$ cat src/rtl/gray_pkg.sv
// Shared constants and width-generic code-conversion helpers for the Gray/binary converter.
// Helpers operate on a 32-bit container; narrower words are zero-extended by the caller.
package gray_pkg;

    localparam int  MAX_W    = 32;
    localparam int  POP_W    = 6;
    localparam logic MODE_G2B = 1'b0;
    localparam logic MODE_B2G = 1'b1;

    // Zero-extension above the real MSB leaves the low bits of the prefix-XOR untouched.
    function automatic logic [MAX_W-1:0] gray2bin(input logic [MAX_W-1:0] g);
        logic [MAX_W-1:0] b;
        b[MAX_W-1] = g[MAX_W-1];
        for (int i = MAX_W - 2; i >= 0; i--) begin
            b[i] = b[i+1] ^ g[i];
        end
        return b;
    endfunction

    function automatic logic [MAX_W-1:0] bin2gray(input logic [MAX_W-1:0] b);
        logic [MAX_W-1:0] g;
        g[MAX_W-1] = b[MAX_W-1];
        for (int i = 0; i < MAX_W - 1; i++) begin
            g[i] = b[i] ^ b[i+1];
        end
        return g;
    endfunction

    function automatic logic [POP_W-1:0] popcount(input logic [MAX_W-1:0] v);
        logic [POP_W-1:0] c;
        c = '0;
        for (int i = 0; i < MAX_W; i++) begin
            c = c + {{(POP_W-1){1'b0}}, v[i]};
        end
        return c;
    endfunction

endpackage

$ cat src/rtl/gray_pipe_stage.sv
// One valid/ready register slice carrying a converted word and the mode that produced it.
// The slice loads when empty or when its downstream neighbour takes the current word.
module gray_pipe_stage
    import gray_pkg::*;
#(
    parameter int WIDTH = 4
) (
    input  logic             clk,
    input  logic             rst,
    input  logic             up_valid,
    input  logic [WIDTH-1:0] up_data,
    input  logic             up_mode,
    input  logic             dn_load,
    output logic             load,
    output logic             valid,
    output logic [WIDTH-1:0] data,
    output logic             mode
);

    logic             valid_q, valid_d;
    logic [WIDTH-1:0] data_q, data_d;
    logic             mode_q, mode_d;

    always_comb begin
        load    = !valid_q || dn_load;
        valid_d = valid_q;
        data_d  = data_q;
        mode_d  = mode_q;
        if (load) begin
            valid_d = up_valid;
            if (up_valid) begin
                data_d = up_data;
                mode_d = up_mode;
            end
        end
    end

    // Data is cleared as well so the block output reads zero straight after reset.
    always_ff @(posedge clk) begin
        if (rst) begin
            valid_q <= 1'b0;
            data_q  <= '0;
            mode_q  <= MODE_G2B;
        end else begin
            valid_q <= valid_d;
            data_q  <= data_d;
            mode_q  <= mode_d;
        end
    end

    assign valid = valid_q;
    assign data  = data_q;
    assign mode  = mode_q;

endmodule

$ cat src/rtl/gray_bin_conv_pipe.sv
// Pipelined bidirectional Gray/binary converter with valid/ready on both sides,
// a sticky Gray-adjacency checker for mode-0 input and an accepted-transfer counter.
module gray_bin_conv_pipe
    import gray_pkg::*;
#(
    parameter int WIDTH  = 4,
    parameter int STAGES = 2,
    parameter int CNT_W  = 16
) (
    input  logic             clk,
    input  logic             rst,
    input  logic             in_valid,
    output logic             in_ready,
    input  logic [WIDTH-1:0] in_data,
    input  logic             in_mode,
    output logic             out_valid,
    input  logic             out_ready,
    output logic [WIDTH-1:0] out_data,
    output logic             out_mode,
    output logic             adj_err,
    output logic [CNT_W-1:0] xfer_cnt
);

    // Index 0 is the converter output feeding stage 1; index STAGES is the block output.
    logic             st_valid [0:STAGES];
    logic [WIDTH-1:0] st_data  [0:STAGES];
    logic             st_mode  [0:STAGES];
    logic             st_load  [1:STAGES+1];

    logic [WIDTH-1:0] conv_data;
    logic             in_xfer;

    logic [WIDTH-1:0] prev_gray_q, prev_gray_d;
    logic             prev_vld_q, prev_vld_d;
    logic             adj_err_q, adj_err_d;
    logic [CNT_W-1:0] xfer_cnt_q, xfer_cnt_d;

    always_comb begin
        conv_data = '0;
        if (in_mode == MODE_G2B) begin
            conv_data = WIDTH'(gray2bin(MAX_W'(in_data)));
        end else begin
            conv_data = WIDTH'(bin2gray(MAX_W'(in_data)));
        end
    end

    assign st_valid[0]       = in_valid;
    assign st_data[0]        = conv_data;
    assign st_mode[0]        = in_mode;
    assign st_load[STAGES+1] = out_ready;

    for (genvar k = 1; k <= STAGES; k++) begin : g_stage
        gray_pipe_stage #(
            .WIDTH (WIDTH)
        ) u_stage (
            .clk      (clk),
            .rst      (rst),
            .up_valid (st_valid[k-1]),
            .up_data  (st_data[k-1]),
            .up_mode  (st_mode[k-1]),
            .dn_load  (st_load[k+1]),
            .load     (st_load[k]),
            .valid    (st_valid[k]),
            .data     (st_data[k]),
            .mode     (st_mode[k])
        );
    end

    // Gating with rst keeps both handshakes idle during the reset cycle itself.
    assign in_ready  = st_load[1] && !rst;
    assign in_xfer   = in_valid && in_ready;
    assign out_valid = st_valid[STAGES] && !rst;
    assign out_data  = st_data[STAGES];
    assign out_mode  = st_mode[STAGES];

    always_comb begin
        prev_gray_d = prev_gray_q;
        prev_vld_d  = prev_vld_q;
        adj_err_d   = adj_err_q;
        xfer_cnt_d  = xfer_cnt_q;
        if (in_xfer) begin
            xfer_cnt_d = xfer_cnt_q + CNT_W'(1);
            if (in_mode == MODE_G2B) begin
                // Distance 0 counts as an error too: a Gray source must step by exactly one bit.
                if (prev_vld_q && (popcount(MAX_W'(in_data ^ prev_gray_q)) != POP_W'(1))) begin
                    adj_err_d = 1'b1;
                end
                prev_gray_d = in_data;
                prev_vld_d  = 1'b1;
            end
        end
    end

    always_ff @(posedge clk) begin
        if (rst) begin
            prev_gray_q <= '0;
            prev_vld_q  <= 1'b0;
            adj_err_q   <= 1'b0;
            xfer_cnt_q  <= '0;
        end else begin
            prev_gray_q <= prev_gray_d;
            prev_vld_q  <= prev_vld_d;
            adj_err_q   <= adj_err_d;
            xfer_cnt_q  <= xfer_cnt_d;
        end
    end

    assign adj_err  = adj_err_q;
    assign xfer_cnt = xfer_cnt_q;

endmodule

$ cat config.mk
export PLATFORM = sky130hd
export DESIGN_NAME = gray_bin_conv_pipe
export DESIGN_NICKNAME = d
export VERILOG_FILES = /design/src/rtl/gray_pkg.sv /design/src/rtl/gray_pipe_stage.sv /design/src/rtl/gray_bin_conv_pipe.sv
export SDC_FILE = /design/constraint.sdc
export NUM_CORES = 1
export LEC_CHECK = 0
export CAP_MARGIN = 20
export CELL_PAD_IN_SITES_DETAIL_PLACEMENT = 0
export CELL_PAD_IN_SITES_GLOBAL_PLACEMENT = 1
export CORE_MARGIN = 3
export CORE_UTILIZATION = 40
export CTS_CLUSTER_DIAMETER = 150
export CTS_CLUSTER_SIZE = 8
export DETAILED_ROUTE_END_ITERATION = 10
export PLACE_DENSITY = 0.83
export SLEW_MARGIN = 10
export SYNTH_ARGS = -nofsm -noshare
export SYNTH_HDL_FRONTEND = slang
export SYNTH_SLANG_ARGS = --single-unit
$ cat constraint.sdc
create_clock -name clk -period 3.4 [get_ports clk]
set_input_delay 0.68 -clock clk [delete_from_list [all_inputs] [get_ports clk]]
set_output_delay 0.68 -clock clk [all_outputs]
set_load 0.01 [all_outputs]
After elaboration in Yosys (flattened, before gate mapping)

Index checks and enable logic that the tools add are counted.

Register bits after elaboration: 34
Bits in latches: 0
Memories kept: 0
Input port bits: 9
Bits in writable memories: 0
Output and inout port bits: 24
Word-level logic and storage cells: 64
Bits in read-only memories: 0

Magnitude comparators: 0
Mux-type cells: 1
Eq/ne operators: 1
Add/sub/neg operators: 32
Multiply operators: 0
Shifts and indexed selects: 0
Reductions and logical operators: 13
Bitwise operators: 7
Div/mod/pow operators: 0

Operators with widths:

| kind                    | number |
|---|---|
| $add A6 B1 Y6 const B   | 26 |
| $add A16 B1 Y16 const B | 1 |
| $add A5 B1 Y6 const B   | 1 |
| $ne A6 B1 Y1 const B    | 1 |
| $reduce_and A2 Y1       | 3 |
| $add A4 B1 Y5 const B   | 1 |
| $xor A1 B1 Y1           | 5 |
| $add A3 B1 Y4           | 1 |
| $logic_and A1 B1 Y1     | 4 |
| $xor A4 B4 Y4           | 1 |
| $add A2 B1 Y3           | 1 |
| $logic_not A1 Y1        | 3 |
| $reduce_and A3 Y1       | 1 |
| $add A1 B1 Y2           | 1 |
| $logic_or A1 B1 Y1      | 2 |
| $mux W2                 | 1 |
| $not A1 Y1              | 1 |

Logic depth before layout (Yosys ltp)

Gate-level depths: netlist (run 1).

Word-level depth: 35
Depth in mapped cells: 9
Depth with buffers taken out: 9

Modules after synthesis

From an unflattened synthesis (run 1), not the netlist that was laid out.

Cell total of the unflattened synthesis: 175
Area total of the unflattened synthesis: 1654.1 sq um

Modules (own cells, without submodules):

| module             | times used | area each (sq um) | cells each | sequential area each (sq um) |
|---|---|---|---|---|
| gray_bin_conv_pipe | 1          | 1136.1            | 123        | 440.4 |
| gray_pipe_stage    | 2          | 259.0             | 26         | 120.1 |

Worst setup path before layout (run 1)

Ideal clock, no wire load.

Kind: input port to flip-flop
From: in in_data[0]
To: reg adj_err_q, in the netlist adj_err
Setup slack: 1083 ps
Buffers on the path: 0
Setup time: 128 ps
Arrival time: 2189 ps
Data required time: 3272 ps
Stages: 9
Cell sequence: xnor2_1 > fa_1 > inv_1 > ha_1 > ha_1 > nor2_1 > nand2_1 > a41oi_1 > nor2_1

Word-level cells in the longest chain between the ends: 35

Ends and longest elaborated chain:

| what                        | RTL line                  | text |
|---|---|---|
| start: declaration          | gray_bin_conv_pipe.sv:14  | `input logic [WIDTH-1:0] in_data,` |
| $xor A4 B4 Y4               | gray_bin_conv_pipe.sv:85  | `if (prev_vld_q && (popcount(MAX_W'(in_data ^ prev_gray_q)) != POP_W'(1))) begin` |
| $add A1 B1 Y2               | gray_pkg.sv:33            | `c = c + {{(POP_W-1){1'b0}}, v[i]};` |
| $add A2 B1 Y3               | gray_pkg.sv:33            |  |
| $add A3 B1 Y4               | gray_pkg.sv:33            |  |
| $add A4 B1 Y5               | gray_pkg.sv:33            |  |
| $add A5 B1 Y6               | gray_pkg.sv:33            |  |
| $add A6 B1 Y6 (26 in a row) | gray_pkg.sv:33            |  |
| $ne A6 B1 Y1                | gray_bin_conv_pipe.sv:85  |  |
| $logic_and A1 B1 Y1         | gray_bin_conv_pipe.sv:85  |  |
| $reduce_and A3 Y1 (no line) | n/a                       |  |
| end signal: assignment      | gray_bin_conv_pipe.sv:103 | `adj_err_q <= adj_err_d;` |
| end: declaration            | gray_bin_conv_pipe.sv:35  | `logic adj_err_q, adj_err_d;` |

Every way passes these cells.
A chain may end at the register's enable or synchronous reset.

Worst setup path after layout (run 1)

From: in rst
To: out in_ready

Word-level cells in the longest chain between the ends: 2

Ends and longest elaborated chain:

| what                | RTL line                 | text |
|---|---|---|
| start: declaration  | gray_bin_conv_pipe.sv:11 | `input logic rst,` |
| $logic_not A1 Y1    | gray_bin_conv_pipe.sv:70 | `assign in_ready = st_load[1] && !rst;` |
| $logic_and A1 B1 Y1 | gray_bin_conv_pipe.sv:70 |  |
| end: declaration    | gray_bin_conv_pipe.sv:13 | `output logic in_ready,` |

Every way passes these cells.

==> results.md, run 1 <==
- Status: complete, no violations
- Leading area contributor after synthesis: dfxtp_1
- Synth Net Count: 190
- Cts bufs inserted: 5
- Cell Chain, Critical Path: clkdlybuf4s50_1 > buf_4 > nor2_1 > clkdlybuf4s50_1
- Crit Path Category: primary input to output pin
- Count of different cell masters after synthesis: 30
- DRT Wirelength: 3290 um
- WP data arrival: 2040 ps
- Slew @ Worst Pin: 531 ps
- Cell mode on critical path: clkdlybuf4s50_1
- Die height: about 70 um
- CP required: ~2700 ps
- DRT iter0 DRCs: 87
- Total power: 0.812 mW
- Clock Path Buffers: 2
- Dpl cells: 249
- Leak Pwr: 0.755 nW
- Max VDD drop: around 0.21 mV
- CTS resizes: 0
- Max_cap viols: 0
- Share of cells above drive strength 1: 3.83%
- RSZ-0062 raised after global routing: false
- Die area: approximately 4600 um^2
- Post-CTS Setup Inserts: 0
- Fin nets: 223
- Critical path's top delay family: buffers and inverters
- Max-slew violations: 0
- Final Cell Area: ~2000 um^2
- Antenna-violating nets left: 0
- Post-layout minimum cycle time: 2720 ps
- Worst-Skew Late Latency: ~280 ps
- TritonCTS clock tree: yes
- Core area: 3520 um^2
- Crit path largest cell delay: 500 ps
- Worst Slack Setup Final: 678 ps
- Power density over the cells: 408 nW/um^2
- Worst-path maximum fanout: 28
- Initial core utilization: a little over two fifths
- Drt wl/cell: 12.9 um
- Vias: between 1000 and 1500
- Cell area after synthesis: between 1500 and 2000 um^2
- Startpoint Class: primary input
- H-tree levels: 2
- Syn avg cell area: just under 9 um^2
- Final hold violation count: 0
- Non-Filler Instances: 255
- Largest net degree at the start of global routing: 29
- Top-Level Pins: 33
- Fmax: ~0.37 GHz
- Hpwl dp: 2520 um
- Area Growth Syn to Fin: 28.7%
- GR Overflow Total: 0
- Critical-path top delay cell: clkdlybuf4s50_1
- Routed vias/inst: 5.25
- CTS clk-pin slew, worst paths: 60 ps
- Total GRT Usage: 15.8%
- Hold_buf cts: 0
- Placement Setup Slack: 451 ps
- GPL Wtd Cong: 0.728
- Sequential fraction of the synthesis area: 44.0%
- Root Driver: clkbuf_8
- Final hold slack: between 400 and 500 ps
- Fin crit share: 80.1%
- YS warnings: 0
- Worst clock skew: around 6.9 ps
- Area after DPL: 1910 um^2
- Port bufs: 32
- Post-synthesis register bit count: 34
- Sum Neg Setup Slack: 0 ps
- Inserted Diodes: 0
- Placement Rows: 21
- Endpoints failing setup: 0
- DRC violations left: 0
- Initial antenna violation count: 0
- DRT Pass-1 Iters: 4
- First-pass GRT wire length: 5480 um
- Top cells by area, synth: dfxtp_1, nor2_1, mux2i_1
- WP buf/inv: 3
- Vias in the first global route: 1279
- Slew Limit Headroom: 64.4%
- Horiz. Die Dim: approximately 68 um
- Top cell type's share of synthesized area: 44.0%
- Worst Setup End Kind: output pin
- Worst hold path class: register to register
- Num Clock Sinks: 34
- Util after Layout: 56.5%
- Syn Inst Count: ~180
flip-flops by register name, summed over array words and instances (netlist names):
| name | flops |
|---|---|
| xfer_cnt | 16 |
| adj_err | 1 |
| g_stage.u_stage.data | 8 |
| prev_gray_q | 4 |
| g_stage.u_stage.valid | 2 |
| prev_vld_q | 1 |
| g_stage.u_stage.mode | 2 |
cell usage in the layout (no fill, tap or decap), types with 2 or more instances in the layout:
cell             synthesis  final
dfxtp_1                 34     34
o21ai_0                  4      4
nand3_1                  5      5
a21oi_1                 14     14
or4_1                    4      4
buf_4                    0      2
or3_1                    5      5
and2_1                   3      3
xor2_1                   8      8
and3_1                   2      2
mux2i_1                  9      9
nor2_1                  25     25
ha_1                     3      3
nand2_1                 15     15
nand3b_1                 2      2
inv_1                    6      6
xnor2_1                  8      8
clkbuf_8                 0      6
clkdlybuf4s50_1          0     32
o31ai_1                  5      5
nand4_1                  8      8
kinds of logic (layout without fill, tap and decap cells):
logic type | count (synthesis) | count (layout) | synth area share, %
AND/OR/NAND/NOR | 74 | 74 | 24.3
flip-flops | 34 | 34 | 44.0
AO/OA/AOI/OAI | 26 | 26 | 9.63
XOR/XNOR | 16 | 16 | 9.06
buffers and inverters | 14 | 46 | 3.48
multiplexers | 9 | 9 | 5.83
adder cells (fa/ha/maj) | 4 | 4 | 3.72
path summary, 6_finish.rpt:
check	cells after the start	end	from	slack, ps
max	4	in_ready	rst	680
min	2	prev_vld_q$_SDFFE_PP0P_	prev_vld_q$_SDFFE_PP0P_	450
max reg2reg	9	adj_err$_SDFFE_PP0P_	prev_gray_q[0]$_SDFFE_PP0P_	1370
min reg2reg	2	prev_vld_q$_SDFFE_PP0P_	prev_vld_q$_SDFFE_PP0P_	450
final cells by class:
cell class                      instances  area [um^2]
Clock buffer                            6         82.6
Fill cell                             340         1530
Inverter                                6         22.5
Multi-Input combinational cell        129          812
Sequential cell                        34          681
Tap cell                               46         57.6
Timing Repair Buffer                   34          335
worst reg2reg max path, delay by kind of cell (launching register included):
kind / cells / cell delay, ps
simple gates: 3 / 210
buf+inv: 1 / 50
compound gates: 1 / 200
xor+xnor: 1 / 140
flops: 1 / 320
fa+ha+maj: 3 / 1010
per-layer routing:
metal | part of all wire, % | GRT usage (%)
met1 | 43 | 17.3
met2 | 52 | 28.4
met3 | 4.3 | 4.11
met4 | 1.3 | 6.70
met5 | 0 | 0
synth_stat cells, drive strengths merged:
cell,count
nand4,8
nand3,5
or4b,1
ha,3
nand2,15
xor2,8
buf,2
o21ai,5
nor2,25
a211oi,1
xnor2,8
fa,1
nand3b,2
nor2b,1
or4,4
dfxtp,34
and3,2
clkbuf,6
mux2i,9
and3b,1
o31ai,5
or3,5
a41oi,1
nand4b,1
inv,6
a21oi,14
and2,3
and4,1
power by group:
| part | internal (mW) | total [mW] | switching (mW) |
|---|---|---|---|
| sequential | 0.412 | 0.424 | 0.0114 |
| combinational | 0.0498 | 0.0999 | 0.0501 |
| clock | 0.156 | 0.288 | 0.132 |
| total | 0.618 | 0.812 | 0.194 |
(Power assumes the default switching activity.)
==> inputs of run 2 (changes only) <==
--- a/config.mk
+++ b/config.mk
@@ -9,11 +9,11 @@
 export CELL_PAD_IN_SITES_DETAIL_PLACEMENT = 0
 export CELL_PAD_IN_SITES_GLOBAL_PLACEMENT = 1
 export CORE_MARGIN = 3
-export CORE_UTILIZATION = 40
+export CORE_UTILIZATION = 33
 export CTS_CLUSTER_DIAMETER = 150
 export CTS_CLUSTER_SIZE = 8
 export DETAILED_ROUTE_END_ITERATION = 10
-export PLACE_DENSITY = 0.83
+export PLACE_DENSITY = 0.73
 export SLEW_MARGIN = 10
 export SYNTH_ARGS = -nofsm -noshare
 export SYNTH_HDL_FRONTEND = slang
==> constraint.sdc (replaced) <==
create_clock -name clk -period 2.4 [get_ports clk]
set_input_delay 0.48 -clock clk [delete_from_list [all_inputs] [get_ports clk]]
set_output_delay 0.48 -clock clk [all_outputs]
set_load 0.01 [all_outputs]
==> run 2 against run 1 <==
Net effect:
- sequential share of layout area is 1.8 points lower
- hold slack better by 9.7 ps
- die area is 19% higher
- clock power rose by 51%
- final area is 5.7% higher
- non-clock buffer count is 8 higher
- via count rose by 2.3%
- first-iteration DRC count shrank 48%
- clock-buffer cell count increased by 1
- global-route usage down 2.0 points
- flip-flop and latch count stayed put
- final cell count grew 6.3%
- critical endpoint is now xfer_cnt[14]$_SDFFE_PP0N_
==> results.md, run 2 (synthesis gave the netlist of run 1 again) <==
- Worst Slack Setup Final: 87.6 ps (was 678 ps)
- Initial core utilization: 34.8% (was 43.9%)
- Post-layout minimum cycle time: 2310 ps
- Hpwl dp: 2630 um (was 2520 um)
- WP buf/inv: 1 (was 3)
- GPL Wtd Cong: 0.730 (was 0.728)
- Slew Limit Headroom: 61.2% (was 64.4%)
- Port bufs: 32 (unchanged)
- Num Clock Sinks: 34 (unchanged)
- Final hold violation count: 0 (unchanged)
- Share of cells above drive strength 1: 9.59% (was 3.83%)
- WP data arrival: 2520 ps (was 2040 ps)
- Area Growth Syn to Fin: 36.0% (was 28.7%)
- Die area: 5540 um^2 (was 4650 um^2)
- CTS clk-pin slew, worst paths: 70 ps (was 60 ps)
- Vias: 1371 (was 1340)
- Root Driver: clkbuf_8 (unchanged)
- Clock power frac: 36.4% (was 35.5%)
- # fillers: 435 (was 340)
- Vias in the first global route: 1325 (was 1279)
- Antenna-violating nets left: 0 (unchanged)
- GR Overflow Total: 0 (unchanged)
- H-tree levels: 2 (unchanged)
- Cell Chain, Critical Path: clkdlybuf4s50_1 > and3b_1 > or4b_1 > or4_1 > a21oi_1 (was clkdlybuf4s50_1 > buf_4 > nor2_1 > clkdlybuf4s50_1)
- Fin nets: 231 (was 223)
- Clock Path Buffers: 2 (unchanged)
- Largest net degree at the start of global routing: 23 (was 29)
- DRT Pass-1 Iters: 4 (unchanged)
- Combinational power share: 13.2% (was 12.3%)
- RSZ-0062 raised after global routing: false (unchanged)
- Max-slew violations: 0 (unchanged)
- Worst hold path class: register to register (unchanged)
- Sum Neg Setup Slack: 0 ps (unchanged)
- Worst-Skew Late Latency: 280 ps (about the same)
- First-pass GRT wire length: 5950 um (was 5480 um)
- Core area: 4440 um^2 (was 3520 um^2)
- Cts bufs inserted: 5 (unchanged)
- Fmax: ~0.43 GHz
- DRT Wirelength: 3580 um (was 3290 um)
- Most frequent cells in the layout: dfxtp_1, clkdlybuf4s50_1, nor2_1 (unchanged)
- Fin crit share: 96.3%
- Flop pwr share: 50.4% (was 52.2%)
- Dpl cells: 263 (was 249)
- Leak Pwr: 0.843 nW (was 0.755 nW)
- Util after Layout: 47.3% (was 56.5%)
- Final hold slack: 459 ps (was 449 ps)
- Critical path's top delay family: simple AND/OR/NAND/NOR gates (was buffers and inverters)
- Switching Power: 0.297 mW (was 0.194 mW)
- Sw Ratio: 24.9% (was 23.9%)
- Inserted Diodes: 0 (unchanged)
- Worst-path maximum fanout: 10 (was 28)
- Power density over the cells: 567 nW/um^2 (was 408 nW/um^2)
- Crit Path Category: primary input to register (was primary input to output pin)
- Worst Setup End Kind: register (was output pin)
- DRT iter0 DRCs: 45 (was 87)
- Crit path largest cell delay: 680 ps (was 500 ps)
- Multi-input logic area: 842 um^2 (was 812 um^2)
- Initial antenna violation count: 0 (unchanged)
- Post-CTS Setup Inserts: 0 (unchanged)
- Max_cap viols: 0 (unchanged)
- Horiz. Die Dim: 74.5 um (was 68.2 um)
- Endpoints failing setup: 0 (unchanged)
- Max VDD drop: 0.316 mV (was 0.213 mV)
- Routed vias/inst: 5.06 (was 5.25)
- CP required: 2610 ps (was 2720 ps)
- Register area: 681 um^2 (unchanged)
- Non-Filler Instances: 271 (was 255)
- Slew @ Worst Pin: 579 ps (was 531 ps)
- Max reg flops: 16 (unchanged)
- Internal cell power: 0.895 mW (was 0.618 mW)
- Status: complete, no violations (unchanged)
- Placement Rows: 24 (was 21)
- Placement Setup Slack: -265 ps (was 451 ps)
- Most common cell after layout, fill and taps aside: dfxtp_1 (unchanged)
- DRC violations left: 0 (unchanged)
- Die height: 74.5 um (was 68.2 um)
- TritonCTS clock tree: yes (unchanged)
- Worst clock skew: 7.78 ps (was 6.90 ps)
- Critical-path top delay cell: or4b_1 (was clkdlybuf4s50_1)
- Drt wl/cell: 13.2 um (was 12.9 um)
- Top-Level Pins: 33 (unchanged)
- Startpoint Class: primary input (unchanged)
- Total GRT Usage: 13.8% (was 15.8%)
==> run 2: cell types whose count changed in the layout (fill, tap and decap cells not counted), sizes merged <==
cell / change
dlygate4sd2: +1
clkdlybuf4s50: -4
clkbuf: +1
clkinv: +1
buf: +8
dlymetal6s2s: +3
==> run 2: routing by layer <==
metal  share of wire (%)  vias to the layer above  GRT usage (%)
li1                    -                      695              -
met1                  46                      640           17.1
met2                  48                       34           23.6
met3                 5.6                        2           4.19
met4                0.28                        0           2.96
met5                   0                        -              0
==> run 2: final cells by class <==
type | instances | area share, %
clock buffer | 7 | 4.10
clock inverter | 1 | 0.238
inverter | 6 | 1.07
multi-input combinational | 129 | 40.0
sequential | 34 | 32.4
tap | 52 | 3.09
timing repair buffer | 42 | 19.1
==> run 2: power groups by stage <==
stage,combinational [mW],sequential (mW),clock (mW)
5_1_grt,0.176,0.604,0.473
4_1_cts,0.155,0.600,0.450
3_3_place_gp,0.147,0.612,0
3_5_place_dp,0.152,0.613,0
2_1_floorplan,0.0861,0.612,0
6_report,0.157,0.601,0.434
==> run 2: worst paths after layout <==
| kind | from | slack [ps] | cells past startpoint | end |
|---|---|---|---|---|
| max | out_ready | 90 | 5 | xfer_cnt[14]$_SDFFE_PP0N_ |
| min | g_stage[1].u_stage.data[1]$_SDFFE_PP0P_ | 460 | 2 | g_stage[1].u_stage.data[1]$_SDFFE_PP0P_ |
| max reg2reg | prev_gray_q[0]$_SDFFE_PP0P_ | 340 | 9 | adj_err$_SDFFE_PP0P_ |
| min reg2reg | g_stage[1].u_stage.data[1]$_SDFFE_PP0P_ | 460 | 2 | g_stage[1].u_stage.data[1]$_SDFFE_PP0P_ |
==> run 2: worst min-delay path: cells and delay by family (launching register included) <==
kind            cells  cell delay, ps
simple gates        1              50
flops               1             310
compound gates      1              50
==> run 2: per-stage QoR <==
| step | cell area [um^2] | power (mW) |
|---|---|---|
| 6_report | 2100 | 1.19 |
| 5_1_grt | 2100 | 1.25 |
| 4_1_cts | 2070 | 1.21 |
| 3_5_place_dp | 1980 | 0.765 |
| 3_3_place_gp | 1980 | 0.759 |
| 2_1_floorplan | 1550 | 0.698 |
==> run 2: what timing repair did <==
item,CTS,global route
endpoints found under the setup margin,1,1
gates cloned,0,0
resized for setup,1,7
hold buffers,0,0
